$ cat config.mk
export PLATFORM = sky130hd
export DESIGN_NAME = rr_src4_4b
export DESIGN_NICKNAME = d
export VERILOG_FILES = /design/src/rtl/rr_src4_4b.sv
export SDC_FILE = /design/constraint.sdc
export NUM_CORES = 1
export LEC_CHECK = 0
export BUFFER_PORTS_ARGS = -buffer_cell sky130_fd_sc_hd__buf_2
export CORE_ASPECT_RATIO = 1.2
export CORE_MARGIN = 8
export CORE_UTILIZATION = 45
export DETAILED_ROUTE_END_ITERATION = 8
export PLACE_DENSITY = 0.71
export SYNTH_ARGS = -nofsm -noshare
export SYNTH_HDL_FRONTEND = slang
export SYNTH_SLANG_ARGS = --single-unit
$ cat constraint.sdc
create_clock -name clk -period 1.35 [get_ports clk]
set_input_delay 0 -clock clk [delete_from_list [all_inputs] [get_ports clk]]
set_output_delay 0 -clock clk [all_outputs]
set_load 0.1 [all_outputs]
$ cat src/rtl/rr_src4_4b.sv
// rr_src4_4b: four-channel nibble source sequencer feeding a 4:1 4-bit mux.
// Each channel has a one-deep holding register; a round-robin arbiter picks a
// full channel, drives the mux selects and hands the nibble downstream over a
// valid/ready handshake, counting completed transfers.
module rr_src4_4b #(
  parameter int CNT_W = 8
) (
  input  logic             clk,
  input  logic             rst,
  input  logic [3:0]       in_valid,
  input  logic [3:0]       d0,
  input  logic [3:0]       d1,
  input  logic [3:0]       d2,
  input  logic [3:0]       d3,
  output logic [3:0]       in_ready,
  output logic [3:0]       i0,
  output logic [3:0]       i1,
  output logic [3:0]       i2,
  output logic [3:0]       i3,
  output logic             s0,
  output logic             s1,
  output logic             out_valid,
  input  logic             out_ready,
  output logic [CNT_W-1:0] cnt
);

  typedef enum logic {IDLE, GRANT} state_t;

  state_t           state_q, state_d;
  logic [3:0]       full_q, full_d;
  logic [3:0]       i0_q, i0_d;
  logic [3:0]       i1_q, i1_d;
  logic [3:0]       i2_q, i2_d;
  logic [3:0]       i3_q, i3_d;
  logic [1:0]       sel_q, sel_d;
  logic [1:0]       ptr_q, ptr_d;
  logic             out_valid_q, out_valid_d;
  logic [CNT_W-1:0] cnt_q, cnt_d;

  logic [3:0]       cap;
  logic [3:0]       clr;

  // First set request scanning start, start+1, ... modulo 4.
  function automatic logic [1:0] rr_pick(input logic [3:0] req, input logic [1:0] start);
    logic [1:0] idx;
    logic [1:0] res;
    logic       found;
    res   = start;
    found = 1'b0;
    for (int k = 0; k < 4; k++) begin
      idx = start + k[1:0];
      if (!found && req[idx]) begin
        res   = idx;
        found = 1'b1;
      end
    end
    return res;
  endfunction

  // Capture into empty holding registers only; a full channel ignores writes.
  always_comb begin
    cap  = in_valid & ~full_q;
    i0_d = cap[0] ? d0 : i0_q;
    i1_d = cap[1] ? d1 : i1_q;
    i2_d = cap[2] ? d2 : i2_q;
    i3_d = cap[3] ? d3 : i3_q;
  end

  // Arbiter FSM: pick from registered full bits in IDLE, hold the grant until accepted.
  always_comb begin
    state_d     = state_q;
    sel_d       = sel_q;
    ptr_d       = ptr_q;
    out_valid_d = out_valid_q;
    cnt_d       = cnt_q;
    clr         = 4'b0000;
    case (state_q)
      IDLE: begin
        out_valid_d = 1'b0;
        if (|full_q) begin
          sel_d       = rr_pick(full_q, ptr_q);
          out_valid_d = 1'b1;
          state_d     = GRANT;
        end
      end
      GRANT: begin
        out_valid_d = 1'b1;
        if (out_ready) begin
          clr[sel_q]  = 1'b1;
          ptr_d       = sel_q + 2'd1;
          cnt_d       = cnt_q + {{(CNT_W-1){1'b0}}, 1'b1};
          out_valid_d = 1'b0;
          state_d     = IDLE;
        end
      end
      default: begin
        state_d     = IDLE;
        out_valid_d = 1'b0;
      end
    endcase
    // The granted channel is full, so it never captures in the same cycle it clears.
    full_d = (full_q | cap) & ~clr;
  end

  // State, data and counter registers; reset discards any pending grant and data.
  always_ff @(posedge clk or posedge rst) begin
    if (rst) begin
      state_q     <= IDLE;
      full_q      <= 4'b0000;
      i0_q        <= 4'h0;
      i1_q        <= 4'h0;
      i2_q        <= 4'h0;
      i3_q        <= 4'h0;
      sel_q       <= 2'b00;
      ptr_q       <= 2'b00;
      out_valid_q <= 1'b0;
      cnt_q       <= '0;
    end else begin
      state_q     <= state_d;
      full_q      <= full_d;
      i0_q        <= i0_d;
      i1_q        <= i1_d;
      i2_q        <= i2_d;
      i3_q        <= i3_d;
      sel_q       <= sel_d;
      ptr_q       <= ptr_d;
      out_valid_q <= out_valid_d;
      cnt_q       <= cnt_d;
    end
  end

  assign in_ready  = ~full_q;
  assign i0        = i0_q;
  assign i1        = i1_q;
  assign i2        = i2_q;
  assign i3        = i3_q;
  assign s0        = sel_q[0];
  assign s1        = sel_q[1];
  assign out_valid = out_valid_q;
  assign cnt       = cnt_q;

endmodule

==> results.toml <==
[run_status]
status = "complete, no violations"

[job]
drv_cap = 0

[sta]
maxSlewViolCount = 0
rsz0062_at_grt = "yes"
skew_ps = 11.27
fmax_mhz = 779.9
post-route-period-util = 0.9498
hold_violations = 0
maxSlewHeadroom = 0.6688
setup_viol = 0
min_period_ps = 1282
timing.final.ws_setup_ps = 67.76
worst_slew_pin_slew_ps = 500.2

[floorplanning]
core-area_sq_mm = 0.003055
io_pins = 54
die_h_um = 77.84
die_x_um = 67.53
fp-row-count = 22
initial_core_util = 0.4693
die-area_sq_mm = 0.005256

[detailed_routing]
first_iter_violations = 24
post-route-drc-count = 0
wl_per_cell_um = 14.61
via_per_inst = 4.804
ant_nets = 0
first_pass_iters = 4
vias = 1105
routed_wl_um = 3361

[grt]
antenna_found_initial = 0
grt_max_degree = 34
grt_pass1_vias = 1257
grt_pass1_wl_um = 5927
grt.overflow.total = 0
gr-usage-all-layers = 0.1458

[worst_setup_path]
arrival_ps = 1500
cp_slowest_stage_delay_ps = 450
critPathKind = "flip-flop to flip-flop"
end_kind = "flip-flop"
cp_max_fo = 7
path_buf_inv = 0
worstPathRequired_ps = 1570
start_kind = "flip-flop"
crit_chain = "nor4_1 -> nor2_1 -> o21ai_0 -> o22ai_1"
cp_slowest_cell = "dfrtp_1"
crit_family = "simple AND/OR/NAND/NOR gates"

[synth]
synth_edf_count = 0
synth_top_area_cell = "dfrtp_1"
synth_cell_types = 22
ys.flop_type = "dfrtp_1"
syn_area_sq_mm = 0.001434
synth_nets = 140
synth-warning-count = 0
synth_area_leaders = "dfrtp_1, mux2_2, ha_1"
synth.top_cells.by_count = "dfrtp_1, mux2_2, a21oi_1, inv_1, nor2_1"
synth_top_cell_area_share = 0.5759
async_flop_share = 1.000
syn_area_per_cell_sq_um = 12.80
synth.most_common_cell = "dfrtp_1"
syn_inst = 112
synth-seq-cells = 33
yosysSeqAreaShare = 0.5759

[clocking]
htreeDepth = 2
clk_latency_ps = 330
cts_buffers = 5
clk_pin_slew_ps = 100
ctsLongestPathBuffers = 2
clock_sink_count = 33
tritoncts = "built"
root_buffer = "clkbuf_4"

[place]
hpwl_um = 2414
gp_congestion = 0.9402
detailedPlace.worstSlack_ps = 35.45
io_buffers = 53

[cells_and_area]
area_growth_pct = 45.72
nets = 221
drive_gt1_frac = 0.5309
n_antenna_cell = 0
fin_util = 0.6839

[min_path]
hold_class = "input pin to flip-flop"
## layout by cell type (no fill, tap or decap)
cell type,instances
dlygate4sd3_1,21
o22ai_1,1
clkbuf_8,1
dfrtp_2,7
bufinv_16,1
o32ai_1,1
dfrtp_1,21
a211oi_2,1
nor2_1,8
buf_4,3
inv_1,3
buf_2,49
a211oi_1,1
xnor2_1,4
ha_1,5
a21oi_1,8
nand2_1,3
o21ai_0,1
xor2_1,3
mux2_2,18
clkinvlp_4,3
nand4_1,2
nand4_4,1
nor4_1,1
nor2_2,2
clkbuf_1,1
mux2i_1,1
clkbuf_4,8
nor2b_1,5
and2_2,1
nor2b_2,1
and3_1,1
dfrtp_4,5
inv_2,2
## tightest hold or removal path: stages
cell and delay [ps]:
buf_2 80, and2_2 240, xor2_1 90
## state kept, by name, summed over array words and instances, names as in the netlist
name,count
sel_q,2
cnt,8
i1,4
i3,4
full_q,4
i0,4
i2,4
ptr_q,2
out_valid,1
## metrics by stage
step / hold WS (ps) / cell area [sq um] / instances / TNS, ps
2_1_floorplan: 128.6 / 1476 / 112 / -478.1
3_3_place_gp: 100.3 / 1779 / 201 / 0
3_5_place_dp: 102.7 / 1779 / 201 / 0
4_1_cts: 204.1 / 2077 / 230 / 0
5_1_grt: 128.7 / 2090 / 230 / -135.8
6_report: 116.6 / 2090 / 230 / 0
## final cells by class
class                           count  area (sq um)
Fill cell                         222         965.9
Inverter                            8         41.29
Multi-Input combinational cell     69         564.3
Tap cell                           36         45.04
Clock buffer                        7         55.05
Sequential cell                    33         853.3
Clock inverter                      1         30.03
Timing Repair Buffer               76         500.5
## kinds of logic (layout without fill, tap and decap cells)
| kind of cell | after synthesis | count (layout) | synth area share |
|---|---|---|---|
| DFF | 33 | 33 | 0.5759 |
| AOI/OAI and AO/OA | 13 | 13 | 0.05235 |
| adders and majority gates | 5 | 5 | 0.04363 |
| buffers and inverters | 10 | 92 | 0.03665 |
| muxes | 19 | 19 | 0.1483 |
| and+or+nand+nor | 25 | 25 | 0.1004 |
| xor gates and xnor gates | 7 | 7 | 0.04276 |
## metal layers
layer	GRT usage	part of all wire
met2	0.2365	0.49
met1	0.1611	0.40
met4	0.06289	0.020
met3	0.06034	0.092
met5	0	0
## worst paths after layout
path / start / end / slack, ps / cells after the start
setup / recovery: full_q[0]$_DFF_PP0_ / sel_q[1]$_DFFE_PP0P_ / 70 / 4
min in group asynchronous: rst / cnt[7]$_DFFE_PP0P_ / 280 / 4
max in group asynchronous: rst / cnt[1]$_DFFE_PP0P_ / 740 / 4
hold reg to reg: cnt[7]$_DFFE_PP0P_ / cnt[7]$_DFFE_PP0P_ / 460 / 1
setup reg to reg: full_q[0]$_DFF_PP0_ / sel_q[1]$_DFFE_PP0P_ / 70 / 4
hold / removal: out_ready / cnt[0]$_DFFE_PP0P_ / 120 / 3
## repair_timing
item	CTS	global route
setup buffers	0	0
hold buffers	21	0
hold endpoints to repair	53	0
gates resized for setup	1	6
setup endpoints to repair	1	19
Power is left out: the tool's default activity adds up to more than one toggle a clock period on the data nets, which glitch-free logic cannot reach.
